==> src/rtl/hazard_sequencer_if.sv <==
// Decode-side hazard inputs and stall/flush outputs shared between
// the pipeline control logic and the hazard sequencer.
interface hazard_sequencer_if #(
    parameter int CNT_W = 16
);
    logic [4:0]       Rs_D;
    logic [4:0]       Rt_D;
    logic             Uses_Rt_D;
    logic             Branch_D;
    logic             Branch_Taken_D;
    logic             Mem_Read_E;
    logic             Reg_Write_E;
    logic [4:0]       Write_Reg_E;
    logic             Mem_To_Reg_M;
    logic [4:0]       Write_Reg_M;
    logic             Mem_Access_M;
    logic             Mem_Ready;

    logic             Stall_F;
    logic             Stall_D;
    logic             Stall_E;
    logic             Stall_M;
    logic             Flush_D;
    logic             Flush_E;
    logic             Mem_Timeout;
    logic [1:0]       State;
    logic [CNT_W-1:0] Stall_Cycles;

    modport master (
        output Rs_D, Rt_D, Uses_Rt_D, Branch_D, Branch_Taken_D,
               Mem_Read_E, Reg_Write_E, Write_Reg_E,
               Mem_To_Reg_M, Write_Reg_M, Mem_Access_M, Mem_Ready,
        input  Stall_F, Stall_D, Stall_E, Stall_M, Flush_D, Flush_E,
               Mem_Timeout, State, Stall_Cycles
    );

    modport slave (
        input  Rs_D, Rt_D, Uses_Rt_D, Branch_D, Branch_Taken_D,
               Mem_Read_E, Reg_Write_E, Write_Reg_E,
               Mem_To_Reg_M, Write_Reg_M, Mem_Access_M, Mem_Ready,
        output Stall_F, Stall_D, Stall_E, Stall_M, Flush_D, Flush_E,
               Mem_Timeout, State, Stall_Cycles
    );
endinterface

==> src/rtl/hazard_sequencer.sv <==
// Stall/flush sequencer for the 5-stage MIPS pipeline: load-use and branch
// operand interlocks, taken-branch squash, data-memory wait with watchdog.
module hazard_sequencer #(
    parameter int MEM_TIMEOUT = 255,
    parameter int WAIT_W      = 8,
    parameter int CNT_W       = 16
) (
    input  logic              Clk,
    input  logic              Rst,
    hazard_sequencer_if.slave bus
);

    typedef enum logic [1:0] {
        ST_RUN      = 2'b00,
        ST_MEM_WAIT = 2'b01,
        ST_HALT     = 2'b10
    } state_t;

    localparam int                WAIT_EXT  = WAIT_W + 1;
    localparam logic [WAIT_W:0]   TIMEOUT_V = WAIT_EXT'(MEM_TIMEOUT);

    state_t            r_state;
    state_t            w_state_nxt;
    logic [WAIT_W-1:0] r_wait;
    logic [WAIT_W-1:0] w_wait_nxt;
    logic [WAIT_W:0]   w_wait_inc;
    logic              r_timeout;
    logic [CNT_W-1:0]  r_stall_cnt;

    logic w_lu;
    logic w_bh;
    logic w_mw;
    logic w_stall_f;
    logic w_stall_d;
    logic w_stall_e;
    logic w_stall_m;
    logic w_flush_d;
    logic w_flush_e;

    function automatic logic [CNT_W-1:0] sat_inc(input logic [CNT_W-1:0] v);
        return (&v) ? v : v + CNT_W'(1);
    endfunction

    // Register 0 is hardwired, so a write to it never creates a dependency.
    function automatic logic reg_match(input logic [4:0] dst, input logic [4:0] src);
        return (dst != 5'd0) && (dst == src);
    endfunction

    assign w_lu = bus.Mem_Read_E &&
                  (reg_match(bus.Write_Reg_E, bus.Rs_D) ||
                   (bus.Uses_Rt_D && reg_match(bus.Write_Reg_E, bus.Rt_D)));

    assign w_bh = bus.Branch_D &&
                  ((bus.Reg_Write_E &&
                    (reg_match(bus.Write_Reg_E, bus.Rs_D) || reg_match(bus.Write_Reg_E, bus.Rt_D))) ||
                   (bus.Mem_To_Reg_M &&
                    (reg_match(bus.Write_Reg_M, bus.Rs_D) || reg_match(bus.Write_Reg_M, bus.Rt_D))));

    assign w_mw       = bus.Mem_Access_M && !bus.Mem_Ready;
    assign w_wait_inc = {1'b0, r_wait} + WAIT_EXT'(1);

    always_comb begin
        w_state_nxt = r_state;
        w_wait_nxt  = r_wait;
        w_stall_f   = 1'b0;
        w_stall_d   = 1'b0;
        w_stall_e   = 1'b0;
        w_stall_m   = 1'b0;
        w_flush_d   = 1'b0;
        w_flush_e   = 1'b0;

        unique case (r_state)
            ST_RUN: begin
                if (w_mw) begin
                    {w_stall_f, w_stall_d, w_stall_e, w_stall_m} = 4'b1111;
                    w_state_nxt = ST_MEM_WAIT;
                    w_wait_nxt  = WAIT_W'(1);
                end else if (w_lu || w_bh) begin
                    w_stall_f = 1'b1;
                    w_stall_d = 1'b1;
                    w_flush_e = 1'b1;
                end else begin
                    w_flush_d = bus.Branch_D && bus.Branch_Taken_D;
                end
            end
            ST_MEM_WAIT: begin
                // A completing access releases the freeze in the same cycle,
                // so pending interlocks and branch squashes apply immediately.
                if (bus.Mem_Ready) begin
                    w_state_nxt = ST_RUN;
                    w_wait_nxt  = '0;
                    if (w_lu || w_bh) begin
                        w_stall_f = 1'b1;
                        w_stall_d = 1'b1;
                        w_flush_e = 1'b1;
                    end else begin
                        w_flush_d = bus.Branch_D && bus.Branch_Taken_D;
                    end
                end else begin
                    {w_stall_f, w_stall_d, w_stall_e, w_stall_m} = 4'b1111;
                    w_wait_nxt = w_wait_inc[WAIT_W-1:0];
                    if (w_wait_inc >= TIMEOUT_V) begin
                        w_state_nxt = ST_HALT;
                    end
                end
            end
            ST_HALT: begin
                {w_stall_f, w_stall_d, w_stall_e, w_stall_m} = 4'b1111;
            end
            default: begin
                w_state_nxt = ST_RUN;
            end
        endcase

        if (Rst) begin
            w_stall_f = 1'b0;
            w_stall_d = 1'b0;
            w_stall_e = 1'b0;
            w_stall_m = 1'b0;
            w_flush_d = 1'b0;
            w_flush_e = 1'b0;
        end
    end

    always_ff @(posedge Clk or posedge Rst) begin
        if (Rst) begin
            r_state     <= ST_RUN;
            r_wait      <= '0;
            r_timeout   <= 1'b0;
            r_stall_cnt <= '0;
        end else begin
            r_state <= w_state_nxt;
            r_wait  <= w_wait_nxt;
            if (w_state_nxt == ST_HALT) begin
                r_timeout <= 1'b1;
            end
            if (w_stall_f) begin
                r_stall_cnt <= sat_inc(r_stall_cnt);
            end
        end
    end

    assign bus.Stall_F      = w_stall_f;
    assign bus.Stall_D      = w_stall_d;
    assign bus.Stall_E      = w_stall_e;
    assign bus.Stall_M      = w_stall_m;
    assign bus.Flush_D      = w_flush_d;
    assign bus.Flush_E      = w_flush_e;
    assign bus.Mem_Timeout  = r_timeout;
    assign bus.State        = r_state;
    assign bus.Stall_Cycles = r_stall_cnt;

endmodule

==> src/flat_wrapper.sv <==
// flat-port wrapper written by rule: the top's interface ports become plain ports
module hazard_sequencer_flat 
#(
    parameter int MEM_TIMEOUT = 255,
    parameter int WAIT_W      = 8,
    parameter int CNT_W       = 16
)
  (Clk, Rst, bus_Rs_D, bus_Rt_D, bus_Uses_Rt_D, bus_Branch_D, bus_Branch_Taken_D, bus_Mem_Read_E, bus_Reg_Write_E, bus_Write_Reg_E, bus_Mem_To_Reg_M, bus_Write_Reg_M, bus_Mem_Access_M, bus_Mem_Ready, bus_Stall_F, bus_Stall_D, bus_Stall_E, bus_Stall_M, bus_Flush_D, bus_Flush_E, bus_Mem_Timeout, bus_State, bus_Stall_Cycles);
  hazard_sequencer_if #(.CNT_W(CNT_W)) bus_i ();
  input  logic Clk;
  input  logic Rst;
  input wire logic [$bits(bus_i.Rs_D)-1:0] bus_Rs_D;
  input wire logic [$bits(bus_i.Rt_D)-1:0] bus_Rt_D;
  input wire logic [$bits(bus_i.Uses_Rt_D)-1:0] bus_Uses_Rt_D;
  input wire logic [$bits(bus_i.Branch_D)-1:0] bus_Branch_D;
  input wire logic [$bits(bus_i.Branch_Taken_D)-1:0] bus_Branch_Taken_D;
  input wire logic [$bits(bus_i.Mem_Read_E)-1:0] bus_Mem_Read_E;
  input wire logic [$bits(bus_i.Reg_Write_E)-1:0] bus_Reg_Write_E;
  input wire logic [$bits(bus_i.Write_Reg_E)-1:0] bus_Write_Reg_E;
  input wire logic [$bits(bus_i.Mem_To_Reg_M)-1:0] bus_Mem_To_Reg_M;
  input wire logic [$bits(bus_i.Write_Reg_M)-1:0] bus_Write_Reg_M;
  input wire logic [$bits(bus_i.Mem_Access_M)-1:0] bus_Mem_Access_M;
  input wire logic [$bits(bus_i.Mem_Ready)-1:0] bus_Mem_Ready;
  output wire logic [$bits(bus_i.Stall_F)-1:0] bus_Stall_F;
  output wire logic [$bits(bus_i.Stall_D)-1:0] bus_Stall_D;
  output wire logic [$bits(bus_i.Stall_E)-1:0] bus_Stall_E;
  output wire logic [$bits(bus_i.Stall_M)-1:0] bus_Stall_M;
  output wire logic [$bits(bus_i.Flush_D)-1:0] bus_Flush_D;
  output wire logic [$bits(bus_i.Flush_E)-1:0] bus_Flush_E;
  output wire logic [$bits(bus_i.Mem_Timeout)-1:0] bus_Mem_Timeout;
  output wire logic [$bits(bus_i.State)-1:0] bus_State;
  output wire logic [$bits(bus_i.Stall_Cycles)-1:0] bus_Stall_Cycles;
  assign bus_i.Rs_D = bus_Rs_D;
  assign bus_i.Rt_D = bus_Rt_D;
  assign bus_i.Uses_Rt_D = bus_Uses_Rt_D;
  assign bus_i.Branch_D = bus_Branch_D;
  assign bus_i.Branch_Taken_D = bus_Branch_Taken_D;
  assign bus_i.Mem_Read_E = bus_Mem_Read_E;
  assign bus_i.Reg_Write_E = bus_Reg_Write_E;
  assign bus_i.Write_Reg_E = bus_Write_Reg_E;
  assign bus_i.Mem_To_Reg_M = bus_Mem_To_Reg_M;
  assign bus_i.Write_Reg_M = bus_Write_Reg_M;
  assign bus_i.Mem_Access_M = bus_Mem_Access_M;
  assign bus_i.Mem_Ready = bus_Mem_Ready;
  assign bus_Stall_F = bus_i.Stall_F;
  assign bus_Stall_D = bus_i.Stall_D;
  assign bus_Stall_E = bus_i.Stall_E;
  assign bus_Stall_M = bus_i.Stall_M;
  assign bus_Flush_D = bus_i.Flush_D;
  assign bus_Flush_E = bus_i.Flush_E;
  assign bus_Mem_Timeout = bus_i.Mem_Timeout;
  assign bus_State = bus_i.State;
  assign bus_Stall_Cycles = bus_i.Stall_Cycles;
  hazard_sequencer #(.MEM_TIMEOUT(MEM_TIMEOUT), .WAIT_W(WAIT_W), .CNT_W(CNT_W)) u_core (.Clk(Clk), .Rst(Rst), .bus(bus_i));
endmodule
==> config.mk <==
export PLATFORM = sky130hd
export DESIGN_NAME = hazard_sequencer_flat
export DESIGN_NICKNAME = d
export VERILOG_FILES = /design/src/rtl/hazard_sequencer_if.sv /design/src/rtl/hazard_sequencer.sv /design/src/flat_wrapper.sv
export SDC_FILE = /design/constraint.sdc
export NUM_CORES = 1
export LEC_CHECK = 0
export ABC_AREA = 1
export CAP_MARGIN = 20
export CELL_PAD_IN_SITES_DETAIL_PLACEMENT = 0
export CELL_PAD_IN_SITES_GLOBAL_PLACEMENT = 1
export CORE_UTILIZATION = 31
export CTS_CLUSTER_SIZE = 14
export DETAILED_ROUTE_END_ITERATION = 10
export GPL_TIMING_DRIVEN = 0
export PLACE_DENSITY = 0.87
export SLEW_MARGIN = 20
export SYNTH_ARGS = -nofsm -noshare
export SYNTH_HDL_FRONTEND = slang
export SYNTH_SLANG_ARGS = --single-unit
export TNS_END_PERCENT = 100
==> constraint.sdc <==
create_clock -name Clk -period 1.9 [get_ports Clk]
set_input_delay 0.38 -clock Clk [delete_from_list [all_inputs] [get_ports Clk]]
set_output_delay 0.38 -clock Clk [all_outputs]
set_load 0.02 [all_outputs]
==> flow_metrics.py, run 1 <==
metrics = {
    "floorplan": {
        "num_rows": 29,
        "chipHeight_um": 83.3,
        "core-area_sq_um": 6350,
        "ios": 55,
        "initial_core_util_pct": 32.3,
        "die_w_um": 83.3,
        "die-area_sq_um": 6940,
    },
    "grt": {
        "grt_pass1_wl_mm": 9.21,
        "grt_pass1_vias": 2030,
        "grt_max_degree": 16,
        "antenna_found_initial": 0,
        "groute.usage.overall_pct": 16.2,
        "overflow": 0,
    },
    "worst_setup_path": {
        "cp-end-kind": "output pin",
        "r2r-end": "u_core.bus.Stall_Cycles[2]",
        "worstPathRequired_ps": 1520,
        "r2r_cells": 9,
        "critPathMostFrequentCell": "nand2_1",
        "crit_start": "bus_Write_Reg_E[1]",
        "rrSetupSlack_ps": 180,
        "crit_cells": 15,
        "worstPathArrival_ps": 1600,
        "criticalPathCategory": "input pin to output pin",
        "crit_chain": "buf_12, nor2_4, nand2_2, nor2_4, nor2_1, nand2_1, nand2_1, nand2_1, nand2_1, nand2_2, nand3_4, nand2_2, inv_2, buf_6, buf_6",
        "critPathBufInv": 4,
        "max_stage_delay_ps": 120,
        "crit_family": "simple AND/OR/NAND/NOR gates",
        "r2r-start": "u_core.bus.Stall_Cycles[0]",
        "critPathCapture": "bus_Stall_F",
        "slowest_stage": "buf_6",
        "start_kind": "input pin",
        "worst-path-max-fanout": 3,
    },
    "sta": {
        "final_max_slew_viol_count": 0,
        "setup_viol": 3,
        "final.min_clock_period_ps": 1980,
        "hold_ws_ps": 436,
        "skew_ps": 9.21,
        "worst_pin_slew_ps": 680,
        "rsz0062_at_grt": "true",
        "worst_slack_ps": -75.0,
        "fmax_mhz": 506,
        "relSlewSlack_pct": 54.4,
        "hold_viol_final": 0,
        "period_share_pct": 104,
        "tns_ps": -173,
    },
    "detailed_routing": {
        "wl_per_cell_um": 13.0,
        "drc": 0,
        "detail_route.iter0.violations": 63,
        "vias": 2149,
        "via_per_inst": 4.80,
        "drt-total-wl_mm": 5.82,
        "drt.antenna.violating_nets": 0,
        "drtPass1Iterations": 4,
    },
    "synthesis": {
        "postSynthCellCount": 290,
        "ys_seq_elements": 27,
        "syn_avg_cell_area_sq_um": 7.06,
        "yosysUniqueCellTypes": 24,
        "syn_nets": 323,
        "synth.yosys.seq_area_share_pct": 33.0,
        "yosysWarnings": 0,
        "netlist_area_sq_um": 2050,
    },
    "placement": {
        "dpl.hpwl_mm": 3.96,
        "placed_area_sq_um": 2700,
        "place.gp.congestion": 0.900,
        "port_buffers": 54,
    },
    "clocking": {
        "cts_tree": "yes",
        "cts_made_buffers": 3,
        "clock-root-buffer": "clkbuf_8",
        "cts.sinks": 27,
        "clockBufferDepth": 2,
        "cts_htree_levels": 1,
        "hold_buffers": 0,
        "worstSkewPairLatency_ps": 290,
        "clk_pin_slew_ps": 100,
    },
    "final_layout": {
        "drive_gt1_share_pct": 29.1,
        "fin_util_pct": 47.9,
        "area.growth.synth_to_final_pct": 48.4,
        "fin_area_sq_um": 3040,
        "nets": 405,
        "most-common-layout-cells": "nand2_1 (82), inv_1 (28), buf_4 (26)",
        "diodes": 0,
        "final_common_cell": "nand2_1",
    },
    "hold_path": {
        "hold_class": "input pin to register",
        "holdPathStages": 3,
    },
    "job": {
        "maxCapViolCount": 0,
    },
    "outcome": {
        "status": "finished with violations",
        "violations": "setup timing",
    },
    "power": {
        "ir_drop_uv": 446,
        "leakagePower_nw": 1.47,
        "power_density_nw_per_um2": 582,
        "finalPower_mw": 1.77,
    },
}
## layout make-up
cell class | instances | area (sq um)
Sequential cell | 27 | 678
Multi-Input combinational cell | 221 | 1350
Buffer | 5 | 45.0
Clock buffer | 3 | 41.3
Inverter | 36 | 149
Clock inverter | 1 | 5.00
Fill cell | 637 | 3310
Timing Repair Buffer | 77 | 668
Tap cell | 77 | 96.3
Timing Repair inverter | 1 | 5.00
## cells by family after synthesis
group	count (synthesis)	share of synthesized area (%)
XOR/XNOR	34	14.5
AO/OA/AOI/OAI	19	5.01
buffers and inverters	42	8.55
AND/OR/NAND/NOR	165	37.1
flip-flops	27	33.0
adder cells (fa/ha/maj)	3	1.83
## worst reg2reg max path: stages, from the launching register on
cell and delay [ps]:
dfrtp_1 370, ha_2 230, nand3_2 140, nor2_2 150, nand2_1 70, nor2_2 130
nand4_4 130, buf_4 220, nand4_1 100, nand2_1 70
## where the power goes
part	total (mW)	switching, mW	leakage, nW	internal (mW)
combinational	0.718	0.381	1.09	0.337
clock	0.350	0.202	0.0255	0.148
sequential	0.701	0.0679	0.359	0.633
## worst min path at each step
| stage | start | endpoint | slack, ps |
|---|---|---|---|
| 2_1_floorplan | Rst | u_core.bus.Mem_Timeout | 280 |
| 3_3_place_gp | u_core.bus.Mem_Timeout | u_core.bus.Mem_Timeout | 460 |
| 3_5_place_dp | u_core.bus.Mem_Timeout | u_core.bus.Mem_Timeout | 450 |
| 4_1_cts | Rst | u_core.bus.State[1] | 450 |
| 5_1_grt | bus_Mem_Access_M | u_core.bus.State[0] | 440 |
| 6_report | bus_Mem_Access_M | u_core.bus.State[0] | 440 |
## what timing repair did
action                                  CTS  global route
endpoints found under the setup margin   18            18
cloned                                    1             0
endpoints found under the hold margin     0             0
buffers inserted                          9            14
gates resized for setup                 142            45
pin swaps                                32            29
## metal layers
metal	global-route usage [%]	share of wire, %	vias to the layer above
met5	0	0	-
met4	5.49	1.5	0
met3	2.09	4.4	9
met2	26.3	48	48
met1	22.2	46	1002
li1	-	-	1090
## sequential cells by signal, summed over array words and instances (netlist names)
register                 flops
u_core.bus.Stall_Cycles     16
u_core.r_wait                8
u_core.bus.State             2
u_core.bus.Mem_Timeout       1
## through the flow
step                      std cells  worst slack [ps]
final                           448             -75.0
after global routing            448              -190
after CTS                       435              -207
after detailed placement        421             -1280
after global placement          421             -1250
after floorplan                 290             -56.5
## synthesized netlist by cell type
cell type,instances,area [sq um]
a21oi_1,4,20.0
buf_2,2,10.0
buf_4,2,15.0
buf_6,1,11.3
clkbuf_1,1,3.75
dfrtp_1,27,676
ha_1,3,37.5
inv_1,36,135
nand2_1,91,342
nand2_2,1,6.26
nand3_1,16,80.1
nand3_4,2,35.0
nand4_1,18,113
nand4_4,1,21.3
nor2_1,23,86.3
nor2_2,4,25.0
nor3_1,7,35.0
nor3_2,1,10.0
nor4_1,1,6.26
o211ai_1,1,7.51
o21ai_0,10,50.1
o22ai_1,4,25.0
xnor2_1,13,114
xor2_1,21,184
Power figures use the tool's default switching activity.
==> inputs of run 2 (changes only) <==
Settings changed: SKIP_LAST_GASP set to 1.
==> run 2 against run 1 <==
The run still ends with setup timing left; worst setup slack worse by 23 ps; global-route usage unchanged; largest cell class unchanged; clock-buffer cell count did not move; critical path depth decreased by 8; flip-flop and latch count stayed put; utilization decreased by 0.14 points; sequential share of layout area grew 0.064 points; critical path type is now register to output pin; register-to-register slack about the same; highest routed layer unchanged; sequential power about the same; clock skew down 1.4 ps; largest power group unchanged.
==> flow_metrics.py, run 2 (synthesis results as in run 1) <==
metrics = {
    "outcome": {
        "status": "finished with violations",
        "violations": "setup timing",
    },
    "placement": {
        "dp.cells": 421,
        "place.gp.congestion": 0.900,
        "dp_worst_setup_slack_ps": -1280,
        "placed_area_sq_um": 2700,
        "port_buffers": 54,
        "dpl.hpwl_mm": 3.96,
    },
    "sta": {
        "worst_pin_slew_ps": 677,
        "worst_slack_ps": -98.3,
        "tns_ps": -270,
        "final_max_slew_viol_count": 0,
        "skew_ps": 7.76,
        "rsz0062_at_grt": "true",
        "setup_viol": 4,
        "relSlewSlack_pct": 54.6,
        "period_share_pct": 105,
        "fmax_mhz": 500,
        "final.min_clock_period_ps": 2000,
        "hold_ws_ps": 434,
        "hold_viol_final": 0,
    },
    "detailed_routing": {
        "via_per_inst": 4.79,
        "wl_per_cell_um": 13.0,
        "drtPass1Iterations": 4,
        "detail_route.iter0.violations": 61,
        "vias": 2144,
        "drc": 0,
        "drt-total-wl_mm": 5.81,
        "drt.antenna.violating_nets": 0,
    },
    "floorplan": {
        "die-area_sq_um": 6940,
        "chipHeight_um": 83.3,
        "die_w_um": 83.3,
        "num_rows": 29,
        "core-area_sq_um": 6350,
        "initial_core_util_pct": 32.3,
        "ios": 55,
    },
    "power": {
        "finalPower_mw": 1.77,
        "power_density_nw_per_um2": 582,
        "leakagePower_nw": 1.47,
        "ir_drop_uv": 447,
    },
    "clocking": {
        "clk_pin_slew_ps": 100,
        "cts.sinks": 27,
        "clock-root-buffer": "clkbuf_8",
        "clockBufferDepth": 2,
        "hold_buffers": 0,
        "cts_made_buffers": 3,
        "cts_tree": "yes",
        "cts_htree_levels": 1,
        "worstSkewPairLatency_ps": 290,
    },
    "hold_path": {
        "whs_endpoint": "u_core.bus.State[0]",
        "holdPathStages": 3,
        "hold_class": "input pin to register",
        "worstHoldStart": "bus_Mem_Access_M",
    },
    "final_layout": {
        "fin_cells": 448,
        "area.growth.synth_to_final_pct": 48.0,
        "largest_reg_flops": 16,
        "nets": 405,
        "fin_util_pct": 47.7,
        "fin_area_sq_um": 3030,
        "final_common_cell": "nand2_1",
        "most-common-layout-cells": "nand2_1 (82), inv_1 (28), buf_4 (25), clkdlybuf4s50_1 (25), dfrtp_1 (25)",
        "diodes": 0,
        "drive_gt1_share_pct": 29.1,
    },
    "grt": {
        "grt_max_degree": 16,
        "overflow": 0,
        "antenna_found_initial": 0,
        "grt_pass1_vias": 2030,
        "grt_pass1_wl_mm": 9.21,
        "groute.usage.overall_pct": 16.2,
    },
    "worst_setup_path": {
        "cp-end-kind": "output pin",
        "r2r-end": "u_core.bus.Stall_Cycles[2]",
        "start_kind": "register",
        "r2r-start": "u_core.bus.Stall_Cycles[0]",
        "worst-path-max-fanout": 10,
        "worstPathArrival_ps": 1620,
        "criticalPathCategory": "register to output pin",
        "r2r_cells": 9,
        "worstPathRequired_ps": 1520,
        "rrSetupSlack_ps": 180,
    },
    "job": {
        "maxCapViolCount": 0,
    },
}
## run 2: what timing repair did
item / CTS / global route
setup buffers: 9 / 14
pin swaps: 32 / 29
setup endpoints to repair: 18 / 18
endpoints found under the hold margin: 0 / 0
gates resized for setup: 138 / 46
cloned: 1 / 0
## run 2: critical path, stage by stage (launching register included)
cell and delay (ps):
dfrtp_2 480, buf_6 150, a21oi_4 150, clkbuf_4 230, nand2_2 60, inv_2 70
buf_6 90, buf_6 100
## run 2: final cells by class
cell class	count	area, sq um
Fill cell	636	3320
Multi-Input combinational cell	221	1360
Sequential cell	27	678
Timing Repair Buffer	77	659
Inverter	36	144
Tap cell	77	96.3
Buffer	5	45.0
Clock buffer	3	41.3
Clock inverter	1	5.00
Timing Repair inverter	1	5.00
## run 2: power breakdown
part	total [mW]	internal [mW]	leakage [nW]	switching (mW)
Sequential	0.698	0.633	0.359	0.0655
Combinational	0.717	0.335	1.08	0.382
Clock	0.351	0.148	0.0255	0.203
Total	1.77	1.12	1.47	0.651
## run 2: worst max path at each step
stage,from,end,slack [ps],depth (start not counted)
3_3_place_gp,bus_Write_Reg_E[3],bus_Stall_F,-1250,15
2_1_floorplan,bus_Write_Reg_E[2],bus_Stall_F,-60,13
3_5_place_dp,bus_Rt_D[3],bus_Stall_F,-1280,15
5_1_grt,bus_Write_Reg_E[0],bus_Flush_D,-200,14
4_1_cts,bus_Write_Reg_E[1],bus_Stall_F,-210,16
6_report,u_core.bus.State[1],bus_Stall_F,-100,7
## run 2: layer usage
layer / up-vias / routed length [um] / global-route usage [%]
met5: - / 0 / 0
met4: 0 / 111 / 5.49
met3: 11 / 278 / 2.09
met2: 57 / 2750 / 26.3
met1: 983 / 2680 / 22.2
li1: 1093 / - / -
==> inputs of run 3 (changes only) <==
Settings changed: CORE_UTILIZATION 31 to 37, MAX_ROUTING_LAYER set to met4, PLACE_DENSITY 0.87 to 0.95.
Clock period 1.9 ns to 2.4 ns, I/O delays scaled along.
==> run 3 against run 2 <==
The run now ends clean; critical path depth up 8; via count down 4.3%; die area down 16%; clock skew down 3.4 ps; utilization up 4.8 points; first-iteration DRC count up 52%; non-clock buffer count down 20; final area down 9.9%; total power down 26%; critical path type is now input pin to output pin; critical endpoint unchanged.
==> flow_metrics.py, run 3 (synthesis results as in run 1) <==
metrics = {
    "outcome": {
        "status": "completed",
    },
    "worst_setup_path": {
        "start_kind": "input pin",
        "worst-path-max-fanout": 3,
        "worstPathRequired_ps": 1920,
        "r2r-end": "u_core.bus.Stall_Cycles[3]",
        "max_stage_delay_ps": 220,
        "slowest_stage": "clkdlybuf4s15_1",
        "crit_chain": "clkdlybuf4s15_1, nor2_1, nand2_1, nor2_2, nor2_1, nand2_1, nand2_1, nand2_1, nand2_2, nand2_4, nand3_4, nand2_2, inv_2, buf_4, buf_4",
        "crit_family": "simple AND/OR/NAND/NOR gates",
        "rrSetupSlack_ps": 460,
        "r2r-start": "u_core.bus.Stall_Cycles[0]",
        "r2r_cells": 9,
        "critPathMostFrequentCell": "nand2_1",
        "critPathBufInv": 4,
        "criticalPathCategory": "input pin to output pin",
        "worstPathArrival_ps": 1900,
        "cp-end-kind": "output pin",
    },
    "grt": {
        "grt_max_degree": 18,
        "overflow": 0,
        "grt_pass1_wl_mm": 8.89,
        "antenna_found_initial": 0,
        "grt_pass1_vias": 2021,
        "groute.usage.overall_pct": 19.2,
    },
    "final_layout": {
        "diodes": 0,
        "fillCellCount": 543,
        "fin_area_sq_um": 2730,
        "drive_gt1_share_pct": 12.0,
        "multi_input_area_sq_um": 1230,
        "seq_area_sq_um": 677,
        "final_common_cell": "nand2_1",
        "nets": 385,
        "largest_reg_flops": 16,
        "most-common-layout-cells": "nand2_1 (88), inv_1 (33), clkdlybuf4s50_1 (28)",
        "area.growth.synth_to_final_pct": 33.4,
        "fin_cells": 421,
    },
    "placement": {
        "dp_worst_setup_slack_ps": -1080,
        "dp.cells": 414,
        "place.gp.congestion": 0.902,
        "dpl.hpwl_mm": 3.95,
        "placed_area_sq_um": 2680,
        "port_buffers": 54,
    },
    "detailed_routing": {
        "vias": 2052,
        "drc": 0,
        "detail_route.iter0.violations": 93,
        "via_per_inst": 4.87,
        "drt.antenna.violating_nets": 0,
        "drt-total-wl_mm": 5.22,
        "wl_per_cell_um": 12.4,
        "drtPass1Iterations": 4,
    },
    "sta": {
        "skew_ps": 4.33,
        "tns_ps": 0,
        "relSlewSlack_pct": 52.5,
        "rsz0062_at_grt": "true",
        "period_share_pct": 99.0,
        "hold_viol_final": 0,
        "worst_slack_ps": 23.7,
        "final_max_slew_viol_count": 0,
        "final.min_clock_period_ps": 2380,
        "worst_pin_slew_ps": 709,
        "fmax_mhz": 421,
        "setup_viol": 0,
    },
    "power": {
        "finalPower_mw": 1.30,
        "ir_drop_uv": 423,
        "power_density_nw_per_um2": 476,
        "leakagePower_nw": 1.32,
    },
    "clocking": {
        "hold_buffers": 0,
        "worstSkewPairLatency_ps": 280,
        "clk_pin_slew_ps": 100,
        "cts_htree_levels": 1,
        "clockBufferDepth": 2,
        "cts.sinks": 27,
        "cts_made_buffers": 3,
        "cts_tree": "yes",
        "clock-root-buffer": "clkbuf_8",
    },
    "job": {
        "maxCapViolCount": 0,
    },
    "floorplan": {
        "num_rows": 26,
        "chipHeight_um": 76.4,
        "die-area_sq_um": 5840,
        "ios": 55,
        "core-area_sq_um": 5200,
        "die_w_um": 76.4,
        "initial_core_util_pct": 39.4,
    },
    "hold_path": {
        "worstHoldStart": "u_core.bus.Mem_Timeout",
        "whs_endpoint": "u_core.bus.Mem_Timeout",
        "holdPathStages": 2,
        "hold_class": "register to register",
    },
}
[run 3: cell count changes in the layout (fill, tap and decap cells not counted), sizes merged]
| cell | before | now |
|---|---|---|
| clkinv | 1 | 0 |
| dlymetal6s2s | 1 | 0 |
| dlygate4sd2 | 2 | 14 |
| clkbuf | 6 | 9 |
| buf | 51 | 11 |
| clkinvlp | 2 | 3 |
| clkdlybuf4s50 | 25 | 28 |
| clkdlybuf4s15 | 0 | 3 |
[run 3: what timing repair did]
item / 4_1_cts / 5_1_grt
cloned: 1 / 0
setup endpoints to repair: 6 / 6
buffers inserted: 3 / 0
pin swaps: 0 / 8
gates resized for setup: 48 / 21
endpoints found under the hold margin: 0 / 0
[run 3: worst max-delay path by stage]
stage / start / to / depth (start not counted)
after floorplan: Rst / bus_Flush_D / 3
final: bus_Write_Reg_E[0] / bus_Stall_F / 15
after detailed placement: bus_Write_Reg_E[3] / bus_Stall_F / 15
after CTS: bus_Write_Reg_E[2] / bus_Stall_F / 15
after global placement: bus_Write_Reg_E[2] / bus_Stall_F / 15
after global routing: bus_Write_Reg_E[0] / bus_Stall_F / 15
[run 3: tightest hold or removal path, delay by kind of cell, from the launching register on]
kind | cells | cell delay, ps
AND/OR/NAND/NOR | 1 | 60
buffers and inverters | 1 | 40
flip-flops | 1 | 370
[run 3: area by class of cell]
type | instances | share of cell area, %
multi-input cells | 221 | 45.1
flip-flops and latches | 27 | 24.8
repair buffers | 57 | 18.6
inverters | 36 | 5.08
well taps | 70 | 3.21
clock buffers | 3 | 1.51
plain buffers | 5 | 1.33
clock inverters | 1 | 0.275
repair inverters | 1 | 0.183
[run 3: per-stage QoR]
step	utilization [%]	hold WS, ps
floorplan	-	503
finish	52.5	491
global placement	51.4	455
detailed placement	51.4	464
global route	52.5	521
CTS	52.5	500
[run 3: power breakdown]
| part | internal (mW) | leakage [nW] | switching (mW) |
|---|---|---|---|
| logic | 0.202 | 0.938 | 0.258 |
| clock network | 0.118 | 0.0217 | 0.162 |
| registers | 0.501 | 0.361 | 0.0603 |
[run 3: layer usage]
layer | track usage, % | share of wire [%] | routed length, um | up-vias
met2 | 31.1 | 47 | 2460 | 32
met4 | 6.54 | 1.1 | 59 | 0
met3 | 1.80 | 2.6 | 135 | 5
met5 | - | 0 | 0 | -
met1 | 25.0 | 49 | 2560 | 960
li1 | - | - | - | 1055
